===== src/rtl/change_dispenser_if.sv =====
// ============================================================================
//  Module      : change_dispenser_if
//  Description : Request/load/hopper bundle between the change dispenser and
//                its environment (vending controller plus coin hopper).
//  Revision    : 1.0 - initial release
// ============================================================================
`default_nettype none

interface change_dispenser_if #(
    parameter int AMT_W = 6,
    parameter int CNT_W = 6
) ();
    logic             req;
    logic [AMT_W-1:0] amount;
    logic             hop_ready;
    logic             load_en;
    logic [CNT_W-1:0] load_q;
    logic [CNT_W-1:0] load_d;
    logic [CNT_W-1:0] load_n;
    logic             Q_out;
    logic             D_out;
    logic             N_out;
    logic             busy;
    logic             done;
    logic             short;
    logic [AMT_W-1:0] remain;
    logic [CNT_W-1:0] inv_q;
    logic [CNT_W-1:0] inv_d;
    logic [CNT_W-1:0] inv_n;

    // Environment side: issues requests, loads inventory, models the hopper.
    modport master (
        output req, amount, hop_ready, load_en, load_q, load_d, load_n,
        input  Q_out, D_out, N_out, busy, done, short, remain,
               inv_q, inv_d, inv_n
    );

    // Dispenser side.
    modport slave (
        input  req, amount, hop_ready, load_en, load_q, load_d, load_n,
        output Q_out, D_out, N_out, busy, done, short, remain,
               inv_q, inv_d, inv_n
    );
endinterface

`default_nettype wire


===== src/rtl/change_dispenser.sv =====
// ============================================================================
//  Module      : change_dispenser
//  Description : Greedy change dispenser (Q, then D, then N) with inventory
//                counters and a hopper handshake; reports short/remainder.
//  Revision    : 1.0 - initial release
// ============================================================================
`default_nettype none

module change_dispenser #(
    parameter int AMT_W   = 6,
    parameter int CNT_W   = 6,
    parameter int Q_INIT  = 4,
    parameter int D_INIT  = 4,
    parameter int N_INIT  = 4,
    parameter int GAP_CYC = 2
) (
    input  wire logic          clk,
    input  wire logic          reset,
    change_dispenser_if.slave  bus
);

    // Gap counter only ever holds GAP_CYC-1 down to 0.
    localparam int GAP_W = (GAP_CYC > 1) ? $clog2(GAP_CYC) : 1;

    localparam logic [2:0] c_S_IDLE   = 3'd0;
    localparam logic [2:0] c_S_SELECT = 3'd1;
    localparam logic [2:0] c_S_ISSUE  = 3'd2;
    localparam logic [2:0] c_S_GAP    = 3'd3;
    localparam logic [2:0] c_S_DONE   = 3'd4;

    localparam logic [1:0] c_COIN_NONE = 2'd0;
    localparam logic [1:0] c_COIN_Q    = 2'd1;
    localparam logic [1:0] c_COIN_D    = 2'd2;
    localparam logic [1:0] c_COIN_N    = 2'd3;

    // Coin values in nickel units.
    localparam logic [AMT_W-1:0] c_VAL_Q = AMT_W'(5);
    localparam logic [AMT_W-1:0] c_VAL_D = AMT_W'(2);
    localparam logic [AMT_W-1:0] c_VAL_N = AMT_W'(1);

    logic [2:0]       r_state;
    logic [2:0]       w_state_nxt;
    logic [AMT_W-1:0] r_rem;
    logic [1:0]       r_sel;
    logic [GAP_W-1:0] r_gap;
    logic [CNT_W-1:0] r_inv_q;
    logic [CNT_W-1:0] r_inv_d;
    logic [CNT_W-1:0] r_inv_n;
    logic             r_short;
    logic [AMT_W-1:0] r_remain;
    logic             r_q_out;
    logic             r_d_out;
    logic             r_n_out;
    logic             r_busy;
    logic             r_done;

    logic [1:0]       w_pick;
    logic [AMT_W-1:0] w_coin_val;
    logic             w_fire;
    logic             w_q_nxt;
    logic             w_d_nxt;
    logic             w_n_nxt;
    logic             w_busy_nxt;
    logic             w_done_nxt;

    // Greedy choice for the current remainder; an empty counter is never picked.
    always_comb begin
        w_pick = c_COIN_NONE;
        if (r_rem >= c_VAL_Q && r_inv_q != '0) begin
            w_pick = c_COIN_Q;
        end else if (r_rem >= c_VAL_D && r_inv_d != '0) begin
            w_pick = c_COIN_D;
        end else if (r_rem >= c_VAL_N && r_inv_n != '0) begin
            w_pick = c_COIN_N;
        end
    end

    // Value of the coin currently being issued.
    always_comb begin
        case (r_sel)
            c_COIN_Q: w_coin_val = c_VAL_Q;
            c_COIN_D: w_coin_val = c_VAL_D;
            c_COIN_N: w_coin_val = c_VAL_N;
            default:  w_coin_val = '0;
        endcase
    end

    assign w_fire = (r_state == c_S_ISSUE) && bus.hop_ready;

    // State register plus the registered copies of all control outputs.
    always_ff @(posedge clk) begin
        if (reset) begin
            r_state <= c_S_IDLE;
            r_q_out <= 1'b0;
            r_d_out <= 1'b0;
            r_n_out <= 1'b0;
            r_busy  <= 1'b0;
            r_done  <= 1'b0;
        end else begin
            r_state <= w_state_nxt;
            r_q_out <= w_q_nxt;
            r_d_out <= w_d_nxt;
            r_n_out <= w_n_nxt;
            r_busy  <= w_busy_nxt;
            r_done  <= w_done_nxt;
        end
    end

    // Next-state decode; a load in IDLE takes priority over a request.
    always_comb begin
        w_state_nxt = r_state;
        case (r_state)
            c_S_IDLE: begin
                if (!bus.load_en && bus.req) begin
                    w_state_nxt = c_S_SELECT;
                end
            end
            c_S_SELECT: begin
                w_state_nxt = (w_pick == c_COIN_NONE) ? c_S_DONE : c_S_ISSUE;
            end
            c_S_ISSUE: begin
                if (bus.hop_ready) begin
                    w_state_nxt = c_S_GAP;
                end
            end
            c_S_GAP: begin
                if (r_gap == '0) begin
                    w_state_nxt = c_S_SELECT;
                end
            end
            c_S_DONE: begin
                w_state_nxt = c_S_IDLE;
            end
            default: begin
                w_state_nxt = c_S_IDLE;
            end
        endcase
    end

    // Output decode: values the output registers take at the next edge.
    always_comb begin
        w_q_nxt    = w_fire && (r_sel == c_COIN_Q);
        w_d_nxt    = w_fire && (r_sel == c_COIN_D);
        w_n_nxt    = w_fire && (r_sel == c_COIN_N);
        w_busy_nxt = (w_state_nxt != c_S_IDLE);
        w_done_nxt = (w_state_nxt == c_S_DONE);
    end

    // Datapath: remainder, selected coin, gap timer, inventory and result.
    always_ff @(posedge clk) begin
        if (reset) begin
            r_rem    <= '0;
            r_sel    <= c_COIN_NONE;
            r_gap    <= '0;
            r_inv_q  <= CNT_W'(Q_INIT);
            r_inv_d  <= CNT_W'(D_INIT);
            r_inv_n  <= CNT_W'(N_INIT);
            r_short  <= 1'b0;
            r_remain <= '0;
        end else begin
            case (r_state)
                c_S_IDLE: begin
                    if (bus.load_en) begin
                        r_inv_q <= bus.load_q;
                        r_inv_d <= bus.load_d;
                        r_inv_n <= bus.load_n;
                    end else if (bus.req) begin
                        r_rem    <= bus.amount;
                        r_short  <= 1'b0;
                        r_remain <= '0;
                    end
                end
                c_S_SELECT: begin
                    // Result is published on entry to DONE so it lines up with done.
                    if (w_pick == c_COIN_NONE) begin
                        r_short  <= (r_rem != '0);
                        r_remain <= r_rem;
                    end else begin
                        r_sel <= w_pick;
                    end
                end
                c_S_ISSUE: begin
                    if (bus.hop_ready) begin
                        r_rem <= r_rem - w_coin_val;
                        r_gap <= GAP_W'(GAP_CYC - 1);
                        case (r_sel)
                            c_COIN_Q: r_inv_q <= r_inv_q - 1'b1;
                            c_COIN_D: r_inv_d <= r_inv_d - 1'b1;
                            c_COIN_N: r_inv_n <= r_inv_n - 1'b1;
                            default:  ;
                        endcase
                    end
                end
                c_S_GAP: begin
                    if (r_gap != '0) begin
                        r_gap <= r_gap - 1'b1;
                    end
                end
                default: ;
            endcase
        end
    end

    assign bus.Q_out  = r_q_out;
    assign bus.D_out  = r_d_out;
    assign bus.N_out  = r_n_out;
    assign bus.busy   = r_busy;
    assign bus.done   = r_done;
    assign bus.short  = r_short;
    assign bus.remain = r_remain;
    assign bus.inv_q  = r_inv_q;
    assign bus.inv_d  = r_inv_d;
    assign bus.inv_n  = r_inv_n;

endmodule

`default_nettype wire


===== src/flat_wrapper.sv =====
// flat-port wrapper written by rule: the top's interface ports become plain ports
module change_dispenser_flat 
#(
    parameter int AMT_W   = 6,
    parameter int CNT_W   = 6,
    parameter int Q_INIT  = 4,
    parameter int D_INIT  = 4,
    parameter int N_INIT  = 4,
    parameter int GAP_CYC = 2
)
  (clk, reset, bus_req, bus_amount, bus_hop_ready, bus_load_en, bus_load_q, bus_load_d, bus_load_n, bus_Q_out, bus_D_out, bus_N_out, bus_busy, bus_done, bus_short, bus_remain, bus_inv_q, bus_inv_d, bus_inv_n);
  change_dispenser_if #(.AMT_W(AMT_W), .CNT_W(CNT_W)) bus_i ();
  input  wire logic clk;
  input  wire logic reset;
  input wire logic [$bits(bus_i.req)-1:0] bus_req;
  input wire logic [$bits(bus_i.amount)-1:0] bus_amount;
  input wire logic [$bits(bus_i.hop_ready)-1:0] bus_hop_ready;
  input wire logic [$bits(bus_i.load_en)-1:0] bus_load_en;
  input wire logic [$bits(bus_i.load_q)-1:0] bus_load_q;
  input wire logic [$bits(bus_i.load_d)-1:0] bus_load_d;
  input wire logic [$bits(bus_i.load_n)-1:0] bus_load_n;
  output wire logic [$bits(bus_i.Q_out)-1:0] bus_Q_out;
  output wire logic [$bits(bus_i.D_out)-1:0] bus_D_out;
  output wire logic [$bits(bus_i.N_out)-1:0] bus_N_out;
  output wire logic [$bits(bus_i.busy)-1:0] bus_busy;
  output wire logic [$bits(bus_i.done)-1:0] bus_done;
  output wire logic [$bits(bus_i.short)-1:0] bus_short;
  output wire logic [$bits(bus_i.remain)-1:0] bus_remain;
  output wire logic [$bits(bus_i.inv_q)-1:0] bus_inv_q;
  output wire logic [$bits(bus_i.inv_d)-1:0] bus_inv_d;
  output wire logic [$bits(bus_i.inv_n)-1:0] bus_inv_n;
  assign bus_i.req = bus_req;
  assign bus_i.amount = bus_amount;
  assign bus_i.hop_ready = bus_hop_ready;
  assign bus_i.load_en = bus_load_en;
  assign bus_i.load_q = bus_load_q;
  assign bus_i.load_d = bus_load_d;
  assign bus_i.load_n = bus_load_n;
  assign bus_Q_out = bus_i.Q_out;
  assign bus_D_out = bus_i.D_out;
  assign bus_N_out = bus_i.N_out;
  assign bus_busy = bus_i.busy;
  assign bus_done = bus_i.done;
  assign bus_short = bus_i.short;
  assign bus_remain = bus_i.remain;
  assign bus_inv_q = bus_i.inv_q;
  assign bus_inv_d = bus_i.inv_d;
  assign bus_inv_n = bus_i.inv_n;
  change_dispenser #(.AMT_W(AMT_W), .CNT_W(CNT_W), .Q_INIT(Q_INIT), .D_INIT(D_INIT), .N_INIT(N_INIT), .GAP_CYC(GAP_CYC)) u_core (.clk(clk), .reset(reset), .bus(bus_i));
endmodule

===== config.mk =====
export PLATFORM = sky130hd
export DESIGN_NAME = change_dispenser_flat
export DESIGN_NICKNAME = d
export VERILOG_FILES = /design/src/rtl/change_dispenser_if.sv /design/src/rtl/change_dispenser.sv /design/src/flat_wrapper.sv
export SDC_FILE = /design/constraint.sdc
export NUM_CORES = 1
export LEC_CHECK = 0
export BUFFER_PORTS_ARGS = -buffer_cell sky130_fd_sc_hd__buf_2
export CORE_ASPECT_RATIO = 0.9
export CORE_MARGIN = 8
export CORE_UTILIZATION = 53
export CTS_CLUSTER_DIAMETER = 100
export DETAILED_ROUTE_END_ITERATION = 12
export PLACE_DENSITY_LB_ADDON = 0.05
export SYNTH_ARGS = -nofsm -noshare
export SYNTH_HDL_FRONTEND = slang
export SYNTH_SLANG_ARGS = --single-unit

===== constraint.sdc =====
create_clock -name clk -period 2.5 [get_ports clk]
set_input_delay 0.125 -clock clk [delete_from_list [all_inputs] [get_ports clk]]
set_output_delay 0.125 -clock clk [all_outputs]
set_load 0.005 [all_outputs]

# Word level (Yosys, flattened, before mapping)
# Cells that the tools add are included.
# W data, S select, Z words.
[word_totals]
reg_bits = 42
inputBits = 29
wordCells = 100
output_inout_bits = 30
[op_classes]
n_lt_le_gt_ge = 3
eq_ne = 15
n_addsub = 5
mux = 36
bitwise = 1
reduce_logical = 26
[op_table]
columns = ["op", "n"]
rows = [
  ["$mux W6", 15],
  ["$pmux W6 S2", 5],
  ["$reduce_bool A6 Y1", 4],
  ["$reduce_and A4 Y1", 5],
  ["$sub A6 B1 Y6 const B", 3],
  ["$ne A2 B2 Y1 const B", 7],
  ["$mux W3", 4],
  ["$pmux W3 S4", 1],
  ["$pmux W3 S3", 1],
  ["$logic_and A1 B1 Y1", 8],
  ["$eq A3 B2 Y1 const B", 2],
  ["$ge A6 B1 Y1 const B", 1],
  ["$ge A6 B2 Y1 const B", 1],
  ["$ge A6 B3 Y1 const B", 1],
  ["$mux W2", 3],
  ["$reduce_bool A2 Y1", 3],
  ["$sub A6 B3 Y6", 1],
  ["$mux W1", 5],
  ["$eq A2 B2 Y1 const B", 2],
  ["$pmux W1 S2", 2],
  ["$reduce_and A2 Y1", 2],
  ["$eq A3 B1 Y1 const B", 1],
  ["$eq A3 B3 Y1 const B", 1],
  ["$logic_not A3 Y1", 1],
  ["7 further kinds", 7],
]

# Logic depth before layout (Yosys ltp)
[logic_depth]
depth_word = 9
mapped_depth = 8
mapped_depth_nobuf = 8

# Worst setup path before layout
# No wires, ideal clock.
[synth_path]
kind = "reg2reg"
startpoint = "register u_core.r_sel[0]"
endpoint = "register u_core.r_rem[5]"
path_buffers = 0
synth_period_minus_slack_ns = 2.054
setup_time_ns = 0.139
t_required_ns = 2.361
arrival_time_ns = 1.916
setup_slack_ns = 0.446
stages_incl_launch_ff = 8
path_cell_list = "dfxtp_1 -> nand2b_1 -> ha_1 -> nor2b_1 -> o21ai_0 -> or4b_2 -> a21oi_1 -> o32ai_1"
[synth_via]
elab_chain_cells = 5
elab_cells_between_ends = 7
classes_between = "1 x add/sub; 3 x eq/ne; 3 x mux"
[synth_rtl]
columns = ["element", "line_no", "source"]
rows = [
  ["start: declaration", "change_dispenser.sv:44", "logic [1:0] r_sel;"],
  ["start signal: assignment", "change_dispenser.sv:153", "r_sel <= c_COIN_NONE;"],
  ["start signal: assignment", "change_dispenser.sv:179", "r_sel <= w_pick;"],
  ["$eq A2 B2 Y1 / $eq A2 B1 Y1 (equally long branches)", "change_dispenser.sv:80", "case (r_sel)"],
  ["$pmux W3 S3 *", "change_dispenser.sv:80", ""],
  ["$sub A6 B3 Y6 *", "change_dispenser.sv:184", "r_rem <= r_rem - w_coin_val;"],
  ["$mux W6 *", "change_dispenser.sv:183", "if (bus.hop_ready) begin"],
  ["$pmux W6 S2 *", "change_dispenser.sv:161", "case (r_state)"],
  ["end signal: assignment", "change_dispenser.sv:168", "r_rem <= bus.amount;"],
  ["end signal: assignment", "change_dispenser.sv:184", ""],
  ["end: declaration", "change_dispenser.sv:43", "logic [AMT_W-1:0] r_rem;"],
]
# Every way passes the cells marked *; elsewhere a longest branch is shown, timed or not. The select of a mux whose other input is x is not followed.
# A chain may end at the register's enable or synchronous reset.

# Final worst setup path
# Same ends and word-level chain as after synthesis.

==> reports/summary.txt <==
status: completed
clock buffer depth: 2
Layout area overhead: 19.3%
Fmax achieved: 0.446 GHz
Ys Warns: 0
max_slew headroom: 48.1%
CP endpoint kind: register
total number of vias: 2299
Total Die Area: 0.00679 mm²
IO Pins: 59
Avg Inst Size Synth: 8.05 µm²
vias in the first global route: 2221
Antenna Cells: 0
CTS clk-pin slew, worst paths: 90 ps
antenna violations before repair: 0
dominant cell by count in the synthesized netlist: dfxtp_1
Num CTS Buffers: 5
HP Class: input pin to register
Root Driver: clkbuf_8
Worst-Skew Late Latency: 300 ps
Leakage: 1.14 nW
Synth async-reset ratio: 0%
final setup TNS: 0 ps
#FFs+latches synth: 42
Final period util: 89.6%
Placer Congestion: 0.872
maximum vdd drop: 0.000481 V
wire per inst: 14.5 µm
total power: 1.89 mW
Via density: 5.62
post-cts repair resize count: 0
synth unique cells: 53
Mapped Nets: 326
Die X: 86.0 µm
Final Hold Fails: 0
Initial Util: 53.7%
Synth top area share: 36.0%
RSZ-0062 raised after global routing: no
First-pass DRT Iterations: 4
Hold Buf Count CTS: 0
area leader, netlist: dfxtp_1
Synth top cells by count: 42 x dfxtp_1, 27 x nor2_1, 24 x nand2_1
Hold Startpoint: bus_amount[2]
CP Cell Sequence: nand2b_1 -> ha_1 -> nor2b_1 -> o21ai_0 -> or4b_2 -> a21oi_1 -> o32ai_1
Crit Path Class: register to register
r2r setup slk: 260 ps
Max Clock Skew: 8.73 ps
Pwr Density: 680 mW/mm²
Worst EP arrival: 2400 ps
Residual DRC: 0
crit-path max FO: 5
sequential-to-total area share from yosys stat: 36.0%
Die Span Y: 79.0 µm
antenna viol nets, final: 0
fin nets: 382
CP max stage delay: 600 ps
# H-tree levels: 2
# Post-CTS Setup Buffers: 0
area of the core: 0.00435 mm²
slowest cell on the critical path: or4b_2
Worst setup SP type: register
synthesized instance count: 290
worst hold slack: 116 ps
worst endpoint required time: 2660 ps
worst r2r path cells: 7
Synth area leaders: dfxtp_1 36%, a21oi_1 4.9%, o21ai_0 4.5%
Tmin final: 2240 ps
endpoints failing setup: 0
worst slew pin tran: 773 ps
port buffer count: 58
Global Route Usage Sum: 17.6%
DRT iter0 DRCs: 131
final wirelength: 5930 µm
Sink Count: 42
Most used DFF post-synth: dfxtp_1
grt ovf: 0
Slew Viols, Final: 0
number of flops mapped to enable cells by yosys: 0
FP Rows: 23
largest net degree at the start of global routing: 42
WHS Path Cells: 3
first-pass GRT wire length: 9910 µm
Max Cap Viol: 0
Post-DP HPWL: 4460 µm
share of layout cells above drive strength 1: 24.2%
CTS tree: built
FF-to-FF End: u_core.r_rem[5]$_SDFFE_PP0P_
mapped cell area: 0.00233 mm²
Reg-to-Reg Start: u_core.r_sel[0]$_SDFFE_PP0P_
worst hold endpoint: u_core.r_rem[2]$_SDFFE_PP0P_
cell type report:
cell class / count / area (µm²)
clock buffers: 5 / 68.8
clock inverters: 3 / 21.3
fillers: 397 / 1560
inverters: 12 / 45.0
multi-input cells: 219 / 1380
flip-flops and latches: 42 / 841
well taps: 62 / 77.6
repair buffers: 66 / 350
cells in the final DEF (no fill, tap or decap), drive strengths merged, types with 4 or more instances in the layout:
master	n
buf	66
inv	12
nor3b	4
o21ai	24
clkbuf	5
o211ai	8
a211oi	9
nor4	4
dfxtp	42
nor2b	5
nand3	5
a2bb2oi	6
ha	6
nor2	27
nor3	19
nand2	24
nand2b	11
a21oi	24
sequential cells by signal, indices dropped and copies added (netlist names), 2 cells and up:
register,count
u_core.bus.inv_d,6
u_core.bus.inv_n,6
u_core.bus.inv_q,6
u_core.bus.remain,6
u_core.r_rem,6
u_core.r_sel,2
u_core.r_state,3
worst max-delay path, delay by kind of cell (launching register included):
kind / cells / cell delay, ps
AO/OA/AOI/OAI: 3 / 440
flip-flops: 1 / 400
adder cells (fa/ha/maj): 1 / 270
AND/OR/NAND/NOR: 3 / 990
kinds of logic after synthesis:
group / after synthesis / share of synthesized area (%)
AND/OR/NAND/NOR: 114 / 25.1
AO/OA/AOI/OAI: 97 / 29.4
flip-flops: 42 / 36.0
buffers and inverters: 29 / 4.98
adder cells (fa/ha/maj): 7 / 4.07
multiplexers: 1 / 0.429
metal layers:
layer	share of wire [%]	track usage [%]	wire length (µm)
met5	0	0	0
met2	45	28.7	2670
met1	50	23.0	2960
met4	0.67	4.20	40
met3	4.4	4.02	261
report_power, final:
part           internal (mW)  switching [mW]
clock                  0.196           0.247
sequential             0.735          0.0754
combinational          0.276           0.364
total                   1.21           0.686
worst max path at each step:
stage,from,end,slack (ps),cells after the start
floorplan,u_core.r_sel[0]$_SDFFE_PP0P_,u_core.r_rem[5]$_SDFFE_PP0P_,450,7
global placement,u_core.r_sel[0]$_SDFFE_PP0P_,u_core.r_rem[5]$_SDFFE_PP0P_,340,7
detailed placement,u_core.r_sel[0]$_SDFFE_PP0P_,u_core.r_rem[5]$_SDFFE_PP0P_,290,7
CTS,u_core.r_sel[0]$_SDFFE_PP0P_,u_core.r_rem[5]$_SDFFE_PP0P_,260,7
global route,u_core.r_sel[0]$_SDFFE_PP0P_,u_core.r_rem[5]$_SDFFE_PP0P_,50,7
finish,u_core.r_sel[0]$_SDFFE_PP0P_,u_core.r_rem[5]$_SDFFE_PP0P_,260,7
per-stage QoR:
step	instance area (µm²)	std cells	worst slack [ps]	util, %
floorplan	2330	290	446	-
global placement	2700	401	340	62.1
detailed placement	2700	401	285	62.1
CTS	2790	409	257	64.1
global route	2790	409	52.5	64.1
finish	2790	409	260	64.1
Power figures use the tool's default switching activity.
